$ cat src/rtl/pwm_multich.sv
`timescale 1ns/1ps
// N-channel double-buffered PWM; write response one cycle after wr_en, pwm_o lags the counter by one clock.
// No backpressure: every write strobe is accepted or rejected with a fixed one-cycle response.
module pwm_multich #(
    parameter int N_CH        = 4,
    parameter int BASE_PERIOD = 1000,
    parameter int CNT_W       = 20
) (
    input  logic              clk,
    input  logic              rstn,
    input  logic              wr_en,
    input  logic [3:0]        wr_ch,
    input  logic [1:0]        wr_sel,
    input  logic [6:0]        wr_data,
    output logic              wr_ok_o,
    output logic              wr_err_o,
    input  logic              sync_i,
    output logic [N_CH-1:0]   pwm_o,
    output logic [N_CH-1:0]   eop_o
);

    localparam int UNIT = BASE_PERIOD / 100;

    typedef enum logic {ST_OFF, ST_RUN} ch_state_t;

    // Prescale factor 2^pow2 * 5^pow5 built from shifts and a small table.
    function automatic logic [31:0] scale(input logic [1:0] p2, input logic [1:0] p5);
        logic [31:0] f5;
        case (p5)
            2'd0:    f5 = 32'd1;
            2'd1:    f5 = 32'd5;
            2'd2:    f5 = 32'd25;
            default: f5 = 32'd125;
        endcase
        return f5 << p2;
    endfunction

    logic wr_valid;

    always_comb begin
        wr_valid = ({1'b0, wr_ch} < 5'(N_CH));
        case (wr_sel)
            2'd0:       if (wr_data > 7'd100) wr_valid = 1'b0;
            2'd1, 2'd2: if (wr_data > 7'd3)   wr_valid = 1'b0;
            default:    if (wr_data > 7'd1)   wr_valid = 1'b0;
        endcase
    end

    always_ff @(posedge clk or negedge rstn) begin
        if (!rstn) begin
            wr_ok_o  <= 1'b0;
            wr_err_o <= 1'b0;
        end else begin
            wr_ok_o  <= wr_en && wr_valid;
            wr_err_o <= wr_en && !wr_valid;
        end
    end

    for (genvar g = 0; g < N_CH; g++) begin : g_ch
        logic [6:0]       sh_duty;
        logic [1:0]       sh_pow2;
        logic [1:0]       sh_pow5;
        logic             sh_en;
        logic             wr_hit;
        logic [31:0]      sc;
        logic [31:0]      p_full;
        logic [31:0]      h_full;
        logic [CNT_W-1:0] sh_pm1;
        logic [CNT_W-1:0] sh_high;

        ch_state_t        state_q, state_d;
        logic [CNT_W-1:0] cnt_q, cnt_d;
        logic [CNT_W-1:0] pm1_q, pm1_d;
        logic [CNT_W-1:0] high_q, high_d;
        logic             pwm_q, pwm_d;

        assign wr_hit = wr_en && wr_valid && (wr_ch == 4'(g));

        always_ff @(posedge clk or negedge rstn) begin
            if (!rstn) begin
                sh_duty <= '0;
                sh_pow2 <= '0;
                sh_pow5 <= '0;
                sh_en   <= 1'b0;
            end else if (wr_hit) begin
                case (wr_sel)
                    2'd0:    sh_duty <= wr_data;
                    2'd1:    sh_pow2 <= wr_data[1:0];
                    2'd2:    sh_pow5 <= wr_data[1:0];
                    default: sh_en   <= wr_data[0];
                endcase
            end
        end

        // Period and high time are precomputed from the shadows so a load is a plain register copy.
        assign sc      = scale(sh_pow2, sh_pow5);
        assign p_full  = 32'(BASE_PERIOD) * sc;
        assign h_full  = 32'(sh_duty) * 32'(UNIT) * sc;
        assign sh_pm1  = CNT_W'(p_full - 32'd1);
        assign sh_high = CNT_W'(h_full);

        always_ff @(posedge clk or negedge rstn) begin
            if (!rstn) begin
                state_q <= ST_OFF;
                cnt_q   <= '0;
                pm1_q   <= '0;
                high_q  <= '0;
                pwm_q   <= 1'b0;
            end else begin
                state_q <= state_d;
                cnt_q   <= cnt_d;
                pm1_q   <= pm1_d;
                high_q  <= high_d;
                pwm_q   <= pwm_d;
            end
        end

        always_comb begin
            state_d = state_q;
            cnt_d   = cnt_q;
            pm1_d   = pm1_q;
            high_d  = high_q;
            pwm_d   = 1'b0;
            case (state_q)
                ST_OFF: begin
                    if (sh_en) begin
                        state_d = ST_RUN;
                        cnt_d   = '0;
                        pm1_d   = sh_pm1;
                        high_d  = sh_high;
                    end
                end
                ST_RUN: begin
                    pwm_d = (cnt_q < high_q);
                    // Boundary and sync share the load; a same-cycle write lands after it.
                    if (sync_i || (cnt_q == pm1_q)) begin
                        cnt_d   = '0;
                        pm1_d   = sh_pm1;
                        high_d  = sh_high;
                        state_d = sh_en ? ST_RUN : ST_OFF;
                    end else begin
                        cnt_d = cnt_q + 1'b1;
                    end
                end
                default: state_d = ST_OFF;
            endcase
        end

        assign pwm_o[g] = pwm_q;
        assign eop_o[g] = (state_q == ST_RUN) && (cnt_q == pm1_q);
    end

endmodule

$ cat config.mk
export PLATFORM = sky130hd
export DESIGN_NAME = pwm_multich
export DESIGN_NICKNAME = d
export VERILOG_FILES = /design/src/rtl/pwm_multich.sv
export SDC_FILE = /design/constraint.sdc
export NUM_CORES = 2
export LEC_CHECK = 0
export BUFFER_PORTS_ARGS = -buffer_cell sky130_fd_sc_hd__buf_2
export CAP_MARGIN = 30
export CORE_MARGIN = 5
export CORE_UTILIZATION = 50
export DETAILED_ROUTE_END_ITERATION = 7
export HOLD_SLACK_MARGIN = 0.08
export MAX_ROUTING_LAYER = met4
export PLACE_DENSITY = 0.65
export SKIP_LAST_GASP = 1
export SLEW_MARGIN = 25
export SYNTH_ARGS = -nofsm -noshare
export SYNTH_HDL_FRONTEND = slang
export SYNTH_SLANG_ARGS = --single-unit
export TNS_END_PERCENT = 50
$ cat constraint.sdc
create_clock -name clk -period 8.35 [get_ports clk]
set_input_delay 1.2525 -clock clk [delete_from_list [all_inputs] [get_ports clk]]
set_output_delay 1.2525 -clock clk [all_outputs]
set_load 0.02 [all_outputs]
==> impl_metrics.csv <==
group,metric,value,unit
clocking,cts-htree-levels,2,
logic_synthesis,yosys_warnings,0,
logic_synthesis,synth_edf_count,0,
grt,grt_max_degree,133,
logic_synthesis,ys_top_cells_by_area,"fa_1, dfrtp_1, ha_1, inv_1, nand2_1",
logic_synthesis,synth_nets,4971,
grt,grt_use_met3,3.26,%
worst_setup_path,critPathLaunchType,"register",
worst_hold_path,min-delay-path-class,"register to register",
timing,tightest_slew,922,ps
grt,grtUsageMet2,34.4,%
logic_synthesis,async_flop_share,100,%
timing,fin_setup_tns,0,ps
clocking,ctsHoldBuffers,0,
worst_setup_path,cpPeakStageDelay,580,ps
worst_setup_path,cp-end-kind,"register",
place,hpwl,63900,um
clocking,post_cts_resized,0,
worst_setup_path,cp.arrival,7670,ps
timing,fin_crit_sh,86.9,%
logic_synthesis,synth-main-ff-cell,"dfrtp_1",
logic_synthesis,yosys.area.top_type_share,19.9,%
worst_hold_path,whs_path_depth,2,
floorplan,rows,98,
routing,routed_wl,80000,um
worst_setup_path,critical_path_required,8770,ps
timing,max_freq,138,MHz
clocking,cts_max_path_buffers,3,
floorplan,core-area,71500,um2
grt,grt_overflow_total,0,
clocking,cts_root_buf,"clkbuf_16",
grt,globalRoute.busiestLayer,"met2",
routing,firstDrtPassIters,8,
grt,grt_pass1_vias,27100,
floorplan,boundaryPins,27,
floorplan,die_area,77600,um2
floorplan,die_h,279,um
cells_and_area,area_delta_synth_final,6.89,%
cells_and_area,final_util,53.9,%
timing,maxSlewHeadroom,38.4,%
timing,period_needed,7250,ps
floorplan,start_util,50.5,%
timing,slew_violations,0,
worst_setup_path,cp_max_fo,12,
place,gp_congestion,0.890,
timing,setup_violations,0,
clocking,cts_buffers,37,
clocking,cts_tree,"built",
clocking,insertion_delay,570,ps
routing,vias,27000,
floorplan,die_x,279,um
timing,fin_skew,40.7,ps
grt,globalRouteTotalUtil,21.5,%
logic_synthesis,ys_seq_elements,286,
logic_synthesis,synth_top_area_cell,"fa_1",
logic_synthesis,synth_seq_area_share,19.8,%
clocking,clk_pin_slew,60,ps
worst_setup_path,reg2reg_depth,26,
worst_setup_path,cpMostUsedCell,"fa_1",
timing,finalHoldViolCount,0,
cells_and_area,layout.nets,4950,
power_and_ir_drop,p_leak,0.0200,uW
logic_synthesis,synth_common_cells,"inv_1, ha_1, nand2_1, fa_1, o21ai_0",
grt,met1_usage,29.1,%
status,outcome,"finished, final reports clean",
grt,antenna_found_initial,4,
logic_synthesis,synth.most_common_cell,"inv_1",
grt,grt_first_pass_wirelength,136000,um
routing,drtAntennaViolNets,0,
worst_setup_path,crit_type,"register to register",
worst_setup_path,crit_slowest_cell,"dfrtp_1",
power_and_ir_drop,p_per_area,120,nW/um2
worst_setup_path,crit_family,"adder cells",
routing,viasPerCell,5.33,
logic_synthesis,netlist_area,36100,um2
worst_setup_path,cp.depth,26,
timing,rsz0062_at_grt,"false",
flow_run,drv_cap,0,
worst_setup_path,critPathBufInv,3,
routing,post_drt_wl_per_cell,15.8,um
cells_and_area,layout-drive-gt1-share,5.25,%
place,io_buffers,26,
logic_synthesis,synth_cells,4108,
logic_synthesis,avgSynthCellArea,8.78,um2
clocking,post_cts_buffers,0,
power_and_ir_drop,max-vdd-ir-drop,0.179,mV
routing,drc,0,
routing,drtIter0Drc,1511,
clocking,cts.sink_count,286,
logic_synthesis,synth.distinct_cells,75,
## layout by cell type (no fill, tap or decap), types with 20 or more instances in the layout
| cell type | netlist | routed |
|---|---|---|
| mux2_2 | 61 | 61 |
| clkbuf_16 | 0 | 38 |
| nor3_1 | 36 | 36 |
| xnor2_1 | 148 | 148 |
| nor2b_1 | 44 | 44 |
| nor2_1 | 304 | 301 |
| and3_1 | 51 | 51 |
| o21bai_1 | 20 | 20 |
| fa_1 | 358 | 358 |
| nand2b_1 | 68 | 68 |
| a21o_1 | 47 | 47 |
| buf_4 | 4 | 30 |
| and2_1 | 87 | 87 |
| o31ai_1 | 26 | 26 |
| nand4_1 | 33 | 33 |
| o21ai_0 | 311 | 311 |
| ha_1 | 488 | 488 |
| xor2_1 | 117 | 117 |
| nand2_1 | 464 | 464 |
| buf_2 | 7 | 25 |
| nor4_1 | 34 | 34 |
| o21a_1 | 34 | 34 |
| inv_1 | 612 | 612 |
| nand3_1 | 54 | 54 |
| a21oi_1 | 127 | 127 |
| dfrtp_1 | 286 | 286 |
## area by class of cell
| class | count | area, um2 |
|---|---|---|
| flip-flops and latches | 286 | 7160 |
| well taps | 950 | 1190 |
| fillers | 6658 | 32900 |
| repair buffers | 59 | 412 |
| clock buffers | 52 | 1080 |
| multi-input cells | 3077 | 26200 |
| clock inverters | 13 | 208 |
| diodes | 5 | 12.5 |
| inverters | 626 | 2350 |
## final timing paths
| path | slack (ps) | endpoint | startpoint |
|---|---|---|---|
| max in group asynchronous | 6450 | g_ch[1].high_q[13] | rstn |
| setup / recovery | 1100 | g_ch[3].high_q[19] | g_ch[3].sh_duty[1] |
| hold / removal | 470 | g_ch[0].high_q[14] | g_ch[0].high_q[14] |
| setup reg to reg | 1100 | g_ch[3].high_q[19] | g_ch[3].sh_duty[1] |
| min in group asynchronous | 700 | g_ch[2].cnt_q[16] | rstn |
| hold reg to reg | 470 | g_ch[0].high_q[14] | g_ch[0].high_q[14] |
## per-stage QoR
stage	total power [uW]	std cells	worst slack, ps	cell area, um2	hold WS [ps]
after floorplan	2650	4108	1500	36100	449
after global placement	2930	4997	1230	37200	462
after detailed placement	2960	4997	1140	37200	470
after CTS	4690	5062	1090	38500	483
after global routing	4940	5067	622	38600	492
final	4620	5068	1100	38600	474
## sequential cells by signal, indices dropped and copies added (netlist names)
name and count:
g_ch.cnt_q 80, g_ch.high_q 76, g_ch.pm1_q 72, g_ch.pwm_q 4, g_ch.sh_duty 28, g_ch.sh_en 4
g_ch.sh_pow2 8, g_ch.sh_pow5 8, g_ch.state_q 4, wr_err_o 1, wr_ok_o 1
## where the power goes
part | internal, uW | leakage [uW] | switching (uW)
logic | 520 | 0.0154 | 716
registers | 1550 | 0.00389 | 150
clock network | 1040 | 0.000632 | 650
## metal layers
metal / wire length, um / vias up / part of all wire [%]
met5: 0 / - / 0
met4: 1740 / 0 / 2.2
met3: 3640 / 102 / 4.6
met2: 37300 / 447 / 47
met1: 37300 / 13100 / 47
li1: - / 13400 / -
## worst register-to-register path: cells and delay by family, from the launching register on
kind                       cells  cell delay [ps]
AOI/OAI and AO/OA              8             1800
adders and majority gates      9             3680
xor gates and xnor gates       2              400
buffers and inverters          3              140
and+or+nand+nor                4              530
DFF                            1              580
## logic make-up (layout without fill, tap and decap cells)
kind of cell | Yosys count | in the layout | share of synthesized area (%)
simple gates | 1221 | 1221 | 15.7
fa+ha+maj | 846 | 846 | 36.8
buf+inv | 745 | 750 | 7.82
compound gates | 681 | 681 | 11.4
flops | 286 | 286 | 19.8
xor+xnor | 265 | 265 | 6.43
mux | 64 | 64 | 1.99
other cells | 0 | 5 | 0
Power figures use the tool's default switching activity.
